`src/rtl/ram_bist_pkg.sv`:
```
// Shared types and helpers for the block-RAM BIST controller.
// Pattern helper is sized for data paths up to PAT_MAX_W bits; callers truncate.
package ram_bist_pkg;

    localparam int unsigned PAT_MAX_W = 64;

    typedef enum logic [2:0] {
        IDLE,
        W0,
        R0,
        D0,
        W1,
        R1,
        D1,
        DONE
    } bist_state_e;

    // Test word for address a in pass p: all-p word xor seed xor address.
    function automatic logic [PAT_MAX_W-1:0] pattern(
        input logic [PAT_MAX_W-1:0] a,
        input logic                 p,
        input logic [PAT_MAX_W-1:0] seed
    );
        return {PAT_MAX_W{p}} ^ seed ^ a;
    endfunction

endpackage

```
`src/rtl/ram_bist_rdpipe.sv`:
```
// Read-tag delay line: carries {valid, pass select, address} alongside the RAM read latency.
module ram_bist_rdpipe #(
    parameter int unsigned ADDR_WIDTH = 8,
    parameter int unsigned RD_LATENCY = 1
) (
    input  logic                  clk,
    input  logic                  rst,
    input  logic                  in_valid,
    input  logic                  in_sel,
    input  logic [ADDR_WIDTH-1:0] in_addr,
    output logic                  out_valid,
    output logic                  out_sel,
    output logic [ADDR_WIDTH-1:0] out_addr
);

    localparam int unsigned TAG_W = ADDR_WIDTH + 2;

    logic [TAG_W-1:0] stage [RD_LATENCY];

    // Reset flushes in-flight tags so an aborted run cannot leave a stale compare.
    always_ff @(posedge clk) begin
        if (rst) begin
            for (int i = 0; i < int'(RD_LATENCY); i++) begin
                stage[i] <= '0;
            end
        end else begin
            stage[0] <= {in_valid, in_sel, in_addr};
            for (int i = 1; i < int'(RD_LATENCY); i++) begin
                stage[i] <= stage[i-1];
            end
        end
    end

    assign {out_valid, out_sel, out_addr} = stage[RD_LATENCY-1];

endmodule

```
`src/rtl/ram_bist_ctrl.sv`:
```
// March-style BIST for a single-port block RAM: write/read-compare with a seeded
// pattern, then again with its complement; reports pass, error count and first bad address.
module ram_bist_ctrl
    import ram_bist_pkg::*;
#(
    parameter int unsigned           ADDR_WIDTH = 8,
    parameter int unsigned           DATA_WIDTH = 8,
    parameter logic [DATA_WIDTH-1:0] SEED       = DATA_WIDTH'(8'hA5),
    parameter int unsigned           RD_LATENCY = 1
) (
    input  logic                  clk,
    input  logic                  rst,
    input  logic                  start,
    output logic                  busy,
    output logic                  done,
    output logic                  pass,
    output logic [ADDR_WIDTH:0]   err_count,
    output logic [ADDR_WIDTH-1:0] first_err_addr,
    output logic                  ram_we,
    output logic [ADDR_WIDTH-1:0] ram_addr,
    output logic [DATA_WIDTH-1:0] ram_din,
    input  logic [DATA_WIDTH-1:0] ram_dout
);

    localparam int unsigned ERR_W = ADDR_WIDTH + 1;
    localparam int unsigned DRN_W = (RD_LATENCY > 1) ? $clog2(RD_LATENCY) : 1;
    localparam logic [ADDR_WIDTH-1:0] LAST_ADDR  = '1;
    localparam logic [DRN_W-1:0]      LAST_DRAIN = DRN_W'(RD_LATENCY - 1);

    bist_state_e           state, state_d;
    logic [ADDR_WIDTH-1:0] addr, addr_d;
    logic [DRN_W-1:0]      drain, drain_d;
    logic                  busy_d, done_d, pass_d, we_d;
    logic [ERR_W-1:0]      err_d;
    logic [ADDR_WIDTH-1:0] first_d;
    logic [DATA_WIDTH-1:0] din_d;

    logic                  pipe_valid, pipe_sel;
    logic [ADDR_WIDTH-1:0] pipe_addr;
    logic [DATA_WIDTH-1:0] exp_data;
    logic                  mismatch;

    ram_bist_rdpipe #(
        .ADDR_WIDTH (ADDR_WIDTH),
        .RD_LATENCY (RD_LATENCY)
    ) u_rdpipe (
        .clk       (clk),
        .rst       (rst),
        .in_valid  ((state == R0) || (state == R1)),
        .in_sel    (state == R1),
        .in_addr   (addr),
        .out_valid (pipe_valid),
        .out_sel   (pipe_sel),
        .out_addr  (pipe_addr)
    );

    assign exp_data = DATA_WIDTH'(pattern(PAT_MAX_W'(pipe_addr), pipe_sel, PAT_MAX_W'(SEED)));
    assign mismatch = pipe_valid && (ram_dout != exp_data);
    assign ram_addr = addr;

    always_ff @(posedge clk) begin
        if (rst) begin
            state          <= IDLE;
            addr           <= '0;
            drain          <= '0;
            busy           <= 1'b0;
            done           <= 1'b0;
            pass           <= 1'b0;
            err_count      <= '0;
            first_err_addr <= '0;
            ram_we         <= 1'b0;
            ram_din        <= '0;
        end else begin
            state          <= state_d;
            addr           <= addr_d;
            drain          <= drain_d;
            busy           <= busy_d;
            done           <= done_d;
            pass           <= pass_d;
            err_count      <= err_d;
            first_err_addr <= first_d;
            ram_we         <= we_d;
            ram_din        <= din_d;
        end
    end

    always_comb begin
        state_d = state;
        addr_d  = addr;
        drain_d = drain;
        busy_d  = busy;
        done_d  = done;
        pass_d  = pass;
        err_d   = err_count;
        first_d = first_err_addr;

        // Comparator: saturating count, first address latched while count is still zero.
        if (mismatch) begin
            if (err_count != '1) begin
                err_d = err_count + ERR_W'(1);
            end
            if (err_count == '0) begin
                first_d = pipe_addr;
            end
        end

        case (state)
            IDLE, DONE: begin
                if (start) begin
                    state_d = W0;
                    addr_d  = '0;
                    drain_d = '0;
                    busy_d  = 1'b1;
                    done_d  = 1'b0;
                    pass_d  = 1'b0;
                    err_d   = '0;
                    first_d = '0;
                end
            end
            W0, R0, W1, R1: begin
                // Natural wrap returns the counter to 0 on the same edge as the phase change.
                addr_d = addr + ADDR_WIDTH'(1);
                if (addr == LAST_ADDR) begin
                    state_d = (state == W0) ? R0 :
                              (state == R0) ? D0 :
                              (state == W1) ? R1 : D1;
                end
            end
            D0, D1: begin
                drain_d = drain + DRN_W'(1);
                if (drain == LAST_DRAIN) begin
                    drain_d = '0;
                    if (state == D0) begin
                        state_d = W1;
                    end else begin
                        state_d = DONE;
                        busy_d  = 1'b0;
                        done_d  = 1'b1;
                        pass_d  = (err_d == '0);
                    end
                end
            end
            default: state_d = IDLE;
        endcase

        we_d  = (state_d == W0) || (state_d == W1);
        din_d = we_d ? DATA_WIDTH'(pattern(PAT_MAX_W'(addr_d), state_d == W1, PAT_MAX_W'(SEED)))
                     : '0;
    end

endmodule

```
`config.mk`:
```
export PLATFORM = sky130hd
export DESIGN_NAME = ram_bist_ctrl
export DESIGN_NICKNAME = d
export VERILOG_FILES = /design/src/rtl/ram_bist_pkg.sv /design/src/rtl/ram_bist_rdpipe.sv /design/src/rtl/ram_bist_ctrl.sv
export SDC_FILE = /design/constraint.sdc
export NUM_CORES = 1
export LEC_CHECK = 0
export BUFFER_PORTS_ARGS = -buffer_cell sky130_fd_sc_hd__buf_4
export CORE_MARGIN = 1
export CORE_UTILIZATION = 45
export DETAILED_ROUTE_END_ITERATION = 7
export HOLD_SLACK_MARGIN = 0.03
export PLACE_DENSITY = 0.68
export SKIP_LAST_GASP = 1
export SLEW_MARGIN = 20
export SYNTH_ARGS = -nofsm -noshare
export SYNTH_HDL_FRONTEND = slang
export SYNTH_SLANG_ARGS = --single-unit
```
`constraint.sdc`:
```
create_clock -name clk -period 5.9 [get_ports clk]
set_input_delay 0.59 -clock clk [delete_from_list [all_inputs] [get_ports clk]]
set_output_delay 0.59 -clock clk [all_outputs]
set_load 0.01 [all_outputs]
```
Yosys cells after proc, flatten, opt, wreduce, memory -nomap -nowiden
Memories as Yosys holds them, arrays and structs flattened.
Cells that the tools add are included.
- reduce and logical (&&, ||, !) cells: 14
- $add $sub $neg: 3
- mux-type cells: 36
- bitwise operators: 5
- eq/ne operators: 15
- operators with widths (kind ; number):
    8-bit 2-to-1 mux ; 5
    9-bit 2-to-1 mux ; 4
    9-bit zero test ; 2
    8-bit one-hot mux with 2 select lines ; 1
    8-bit bitwise XOR ; 2
    3-bit == test, second input constant ; 5
    3-bit 2-to-1 mux ; 5
    1-bit 2-to-1 mux ; 13
    10-bit 2-to-1 mux ; 1
    10-bit OR reduction ; 1
    9-bit by 1-bit adder with 9-bit output, second input constant ; 1
    9-bit != test, second input constant ; 1
    3-bit one-hot mux with 3 select lines ; 1
    8-bit by 1-bit adder with 8-bit output, second input constant ; 1
    8-bit == test, second input constant ; 1
    8-bit != test ; 1
    4-bit NOT ; 2
    1-bit one-hot mux with 2 select lines ; 4
    3-bit by 1-bit == test with 1-bit output, second input constant ; 2
    3-bit by 2-bit == test with 1-bit output, second input constant ; 2
    2-bit != test, second input constant ; 3
    2-bit OR reduction ; 3
    2-bit 2-to-1 mux ; 2
    4-bit AND reduction ; 1
    8 further kinds ; 9
- memories: 1
- RAM bits: 10
- output and inout port bits: 37
- word-level logic and storage cells: 84
- register bits: 41
- memory list (memory ; words ; bits a word ; read ports ; clocked after Yosys merged registers in ; wr ports ; line ; source):
    u_rdpipe.stage ; 1 ; 10 ; 1 ; 0 ; 1 ; ram_bist_rdpipe.sv:18 ; logic [TAG_W-1:0] stage [RD_LATENCY];

Longest topological paths before layout
- word-level depth: 10
- gate-level depth with buffers: 9
- mapped depth without buffers: 8

By module
From an unflattened synthesis, not the netlist that was laid out.
- cells, all modules: 268
- area total of the unflattened synthesis: 2318.5 µm²
- modules (own cells, without submodules) (module ; area each (µm²) ; cells each ; sequential area each (µm²) ; times used):
    ram_bist_ctrl ; 2055.7 ; 248 ; 800.8 ; 1
    ram_bist_rdpipe ; 262.8 ; 20 ; 200.2 ; 1

Worst setup path after synthesis
OpenSTA, ideal clock, no wires.
- kind: input -> register
- from: input ram_dout[7]
- to: register pass
- path slack: 3630 ps
- arrival: 2183 ps
- data required time: 5813 ps
- buffers on the path: 1
- cell stages on the path: 8
- path through: xor2_1 > nand2_1 > o31a_1 > o21a_1 > buf_6 > a211o_1 > a2111o_1 > o31ai_1
- longest elaborated chain between the ends: 7
- RTL lines (what ; line ; source):
    start: declaration ; ram_bist_ctrl.sv:22 ; input logic [DATA_WIDTH-1:0] ram_dout
    8-bit != test ; ram_bist_ctrl.sv:58 ; assign mismatch = pipe_valid && (ram_dout != exp_data);
    1-bit logical AND ; ram_bist_ctrl.sv:58 ;
    9-bit 2-to-1 mux ; ram_bist_ctrl.sv:98 ; if (mismatch) begin
    9-bit zero test ; ram_bist_ctrl.sv:139 ; pass_d = (err_d == '0);
    1-bit 2-to-1 mux ; ram_bist_ctrl.sv:133 ; if (state == D0) begin
    1-bit 2-to-1 mux ; ram_bist_ctrl.sv:131 ; if (drain == LAST_DRAIN) begin
    1-bit one-hot mux with 2 select lines ; ram_bist_ctrl.sv:107 ; case (state)
    end signal: assignment ; ram_bist_ctrl.sv:79 ; pass <= pass_d;
    end: declaration ; ram_bist_ctrl.sv:16 ; output logic pass,
No other way between the ends. The select of a mux whose other input is x is not followed.
A chain may end at the register's enable or synchronous reset.

Worst setup path in the final report
- from: register addr[0], in the netlist ram_addr[0]
- to: register ram_din[0]
- longest elaborated chain between the ends: 7
- elaborated cells on any way between the ends: 13
- classes of those cells: add/sub (1); eq/ne (3); mux (4); bitwise (3); reduce/logical (2)
- RTL lines (what ; line ; source):
    start: declaration ; ram_bist_ctrl.sv:31 ; logic [ADDR_WIDTH-1:0] addr, addr_d;
    start signal: assignment ; ram_bist_ctrl.sv:75 ; addr <= addr_d;
    8-bit == test ; ram_bist_ctrl.sv:123 ; if (addr == LAST_ADDR) begin
    3-bit 2-to-1 mux ; ram_bist_ctrl.sv:123 ;
    3-bit one-hot mux with 3 select lines ; ram_bist_ctrl.sv:107 ;
    3-bit by 1-bit == test with 1-bit output or 3-bit == test (tied branches) ; ram_bist_ctrl.sv:146, ram_bist_ctrl.sv:147 ;
    1-bit logical OR ; ram_bist_ctrl.sv:146 ; we_d = (state_d == W0) || (state_d == W1);
    1-bit NOT (no line) ; - ;
    2-bit OR reduction (no line) ; - ;
    end signal: assignment ; ram_bist_ctrl.sv:83 ; ram_din <= din_d;
    end: declaration ; ram_bist_ctrl.sv:21 ; output logic [DATA_WIDTH-1:0] ram_din,
Several ways; a longest one is shown, not always the timed one.

==> reports/qor.yml <==
synth:
  synth_flop_cell: "dfxtp_1"
  synthAdderAreaFrac_pct: 1.62
  async_reset_ff_share_pct: 0
  synth_top_area_share_pct: 43.1
  synth_seq_cells: 50
  avgSynthCellArea_um2: 8.56
  yosysTopAreaCell: "dfxtp_1"
  synth-edff-count: 0
  yosys.area_share.xor_xnor_pct: 9.06
  synth_mux_area_share_pct: 4.37
  ys_top_cells_by_area: "dfxtp_1, nor2_1, xnor2_1, mux2i_1, nand2_1"
  seq_area_frac_synth_pct: 43.1
  synth_fp_nets: 285
  ys_types: 44
  synth-compound-area-share_pct: 14.4
  synth_top_family_by_area: "simple AND/OR/NAND/NOR gates"
  synth_cells: 271
  ys_warn_count: 0
  synth-simple-area-share_pct: 24.0
  synthesis.area_mm2: 0.00232
cts:
  cts.sinks: 50
  cts_hold_buf: 0
  clock_tree.root_cell: "clkbuf_8"
  clk_latency_ps: 300
  ctsHtreeMaxLevel: 2
  cts_made_buffers: 5
  cts_tree: "done"
  postCtsSetupBuffers: 0
  cts.clk_slew.worst_paths_ps: 100
  clockBufferDepth: 2
  post_cts_resize_count: 0
place:
  numPortBuffers: 47
  place.gp.congestion: 0.770
  place_inst: 373
  hpwl_um: 3390
  place_ws_ps: 3350
  placed_area_mm2: 0.00270
min_path:
  hp-class: "register to register"
  whs_path_depth: 2
detailed_routing:
  highest_layer: "met4"
  detail_route.wl_per_cell_um: 12.6
  via_per_inst: 5.07
  via_count: 1930
  drc: 0
  wl_met1_um: 2300
  totalWireLength_um: 4800
  route.met2.wl_um: 2300
  drt-initial-drc-count: 72
  met3_length_um: 148
  final_antenna_net_count: 0
  drt-pass1-iter-count: 4
finish:
  antenna_cells: 0
  final_common_cell: "dfxtp_1"
  final_area_mm2: 0.00279
  area_growth_pct: 20.4
  final_core_util_pct: 57.6
  drive_above_1_share_pct: 18.8
  final_cells: 381
  fin_nets: 327
  layout_common_cells: "dfxtp_1, buf_4, nor2_1"
critical_path:
  crit_path_cell_trace: "ha_1 > and3_1 > and3_1 > nand2_1 > nand2_1 > a21oi_1 > o211ai_1 > nor2_1"
  critical_path_required_ps: 6070
  critPathArrivalTime_ps: 2530
  cpPeakStageDelay_ps: 700
  crit_path_end_kind: "register"
  worst-setup-path-type: "register to register"
  startpoint_type: "register"
  r2r_cells: 8
  crit_path_max_fanout: 9
  cpMaxStageDelayCell: "o211ai_1"
timing:
  worst_hold_slack_ps: 514
  post-route-period-util_pct: 40.0
  slew_viol_final: 0
  hold_violations: 0
  worst_slack_ps: 3540
  layout_min_cycle_time_ps: 2360
  final-setup-viol-count: 0
  skew_ps: 11.6
  tns_ps: 0
  fmax_ghz: 0.424
  relSlewSlack_pct: 42.5
  rsz0062_at_grt: "no"
  tightestPinTransition_ps: 860
global_routing:
  grt_usage_pct: 18.9
  antenna_found_initial: 0
  grt_pass1_wl_um: 7970
  grt.overflow.total: 0
  grt_pass1_vias: 1737
  grt_max_degree: 24
die:
  coreArea_mm2: 0.00485
  start_util_pct: 47.8
  dieWidth_um: 73.8
  num_io_pins: 48
  num_rows: 25
  dieArea_mm2: 0.00545
  fp.dieH_um: 73.8
power:
  powerDensity_mw_per_mm2: 213
  ir_drop_mv: 0.137
  p_total_mw: 0.594
  leakagePower_nw: 1.20
flow_run:
  cap_viol_max_count: 0
run_status:
  status: "completed"
-- power by group --
group	leakage (nW)	internal (mW)	total [mW]	switching [mW]
Combinational	0.753	0.0206	0.0458	0.0253
Clock	0.0441	0.0835	0.201	0.117
Sequential	0.405	0.343	0.348	0.00516
-- layout make-up --
type | instances | area [µm²]
Fill cell | 448 | 2050
Multi-Input combinational cell | 202 | 1240
Sequential cell | 50 | 1000
Timing Repair Buffer | 47 | 353
Tap cell | 67 | 83.8
Clock buffer | 5 | 68.8
Inverter | 7 | 26.3
Clock inverter | 3 | 21.3
-- worst paths after layout --
path / from / slack [ps] / end
max reg2reg: ram_addr[0] / 3540 / ram_din[0]
min reg2reg: first_err_addr[4] / 510 / first_err_addr[4]
max: ram_addr[0] / 3540 / ram_din[0]
min: first_err_addr[4] / 510 / first_err_addr[4]
-- routing by layer --
layer | GRT usage [%] | vias to the layer above
met5 | 0 | -
met2 | 31.5 | 36
met4 | 5.77 | 0
met3 | 3.43 | 4
li1 | - | 1009
met1 | 24.8 | 881
-- critical path, delay by kind of cell (launching register included) --
kind,cells,cell delay [ps]
AO/OA/AOI/OAI,2,780
flip-flops,1,440
AND/OR/NAND/NOR,5,770
adder cells (fa/ha/maj),1,220
-- registers in the layout (all words and copies together), names as in the netlist --
register,cells
u_rdpipe.stage,10
err_count,9
first_err_addr,8
ram_addr,8
ram_din,8
state,3
busy,1
done,1
pass,1
ram_we,1
-- synth_stat cells (4+ instances only) --
library cell and n:
nor3b_1 4, and3_1 8, clkbuf_1 11, and2_1 6, nor2b_1 9, a22oi_1 4, mux2i_1 9, dfxtp_1 50
a21oi_1 14, o21ai_0 12, nor2_1 45, inv_1 7, xnor2_1 15, nand3_1 4, nor3_1 4, xor2_1 9
nand2_1 21
-- logic make-up (layout without fill, tap and decap cells) --
family	after synthesis	in the layout
adder cells (fa/ha/maj)	3	3
multiplexers	10	10
flip-flops	50	50
buffers and inverters	19	62
AND/OR/NAND/NOR	114	114
AO/OA/AOI/OAI	51	51
XOR/XNOR	24	24
Power figures use the tool's default switching activity.
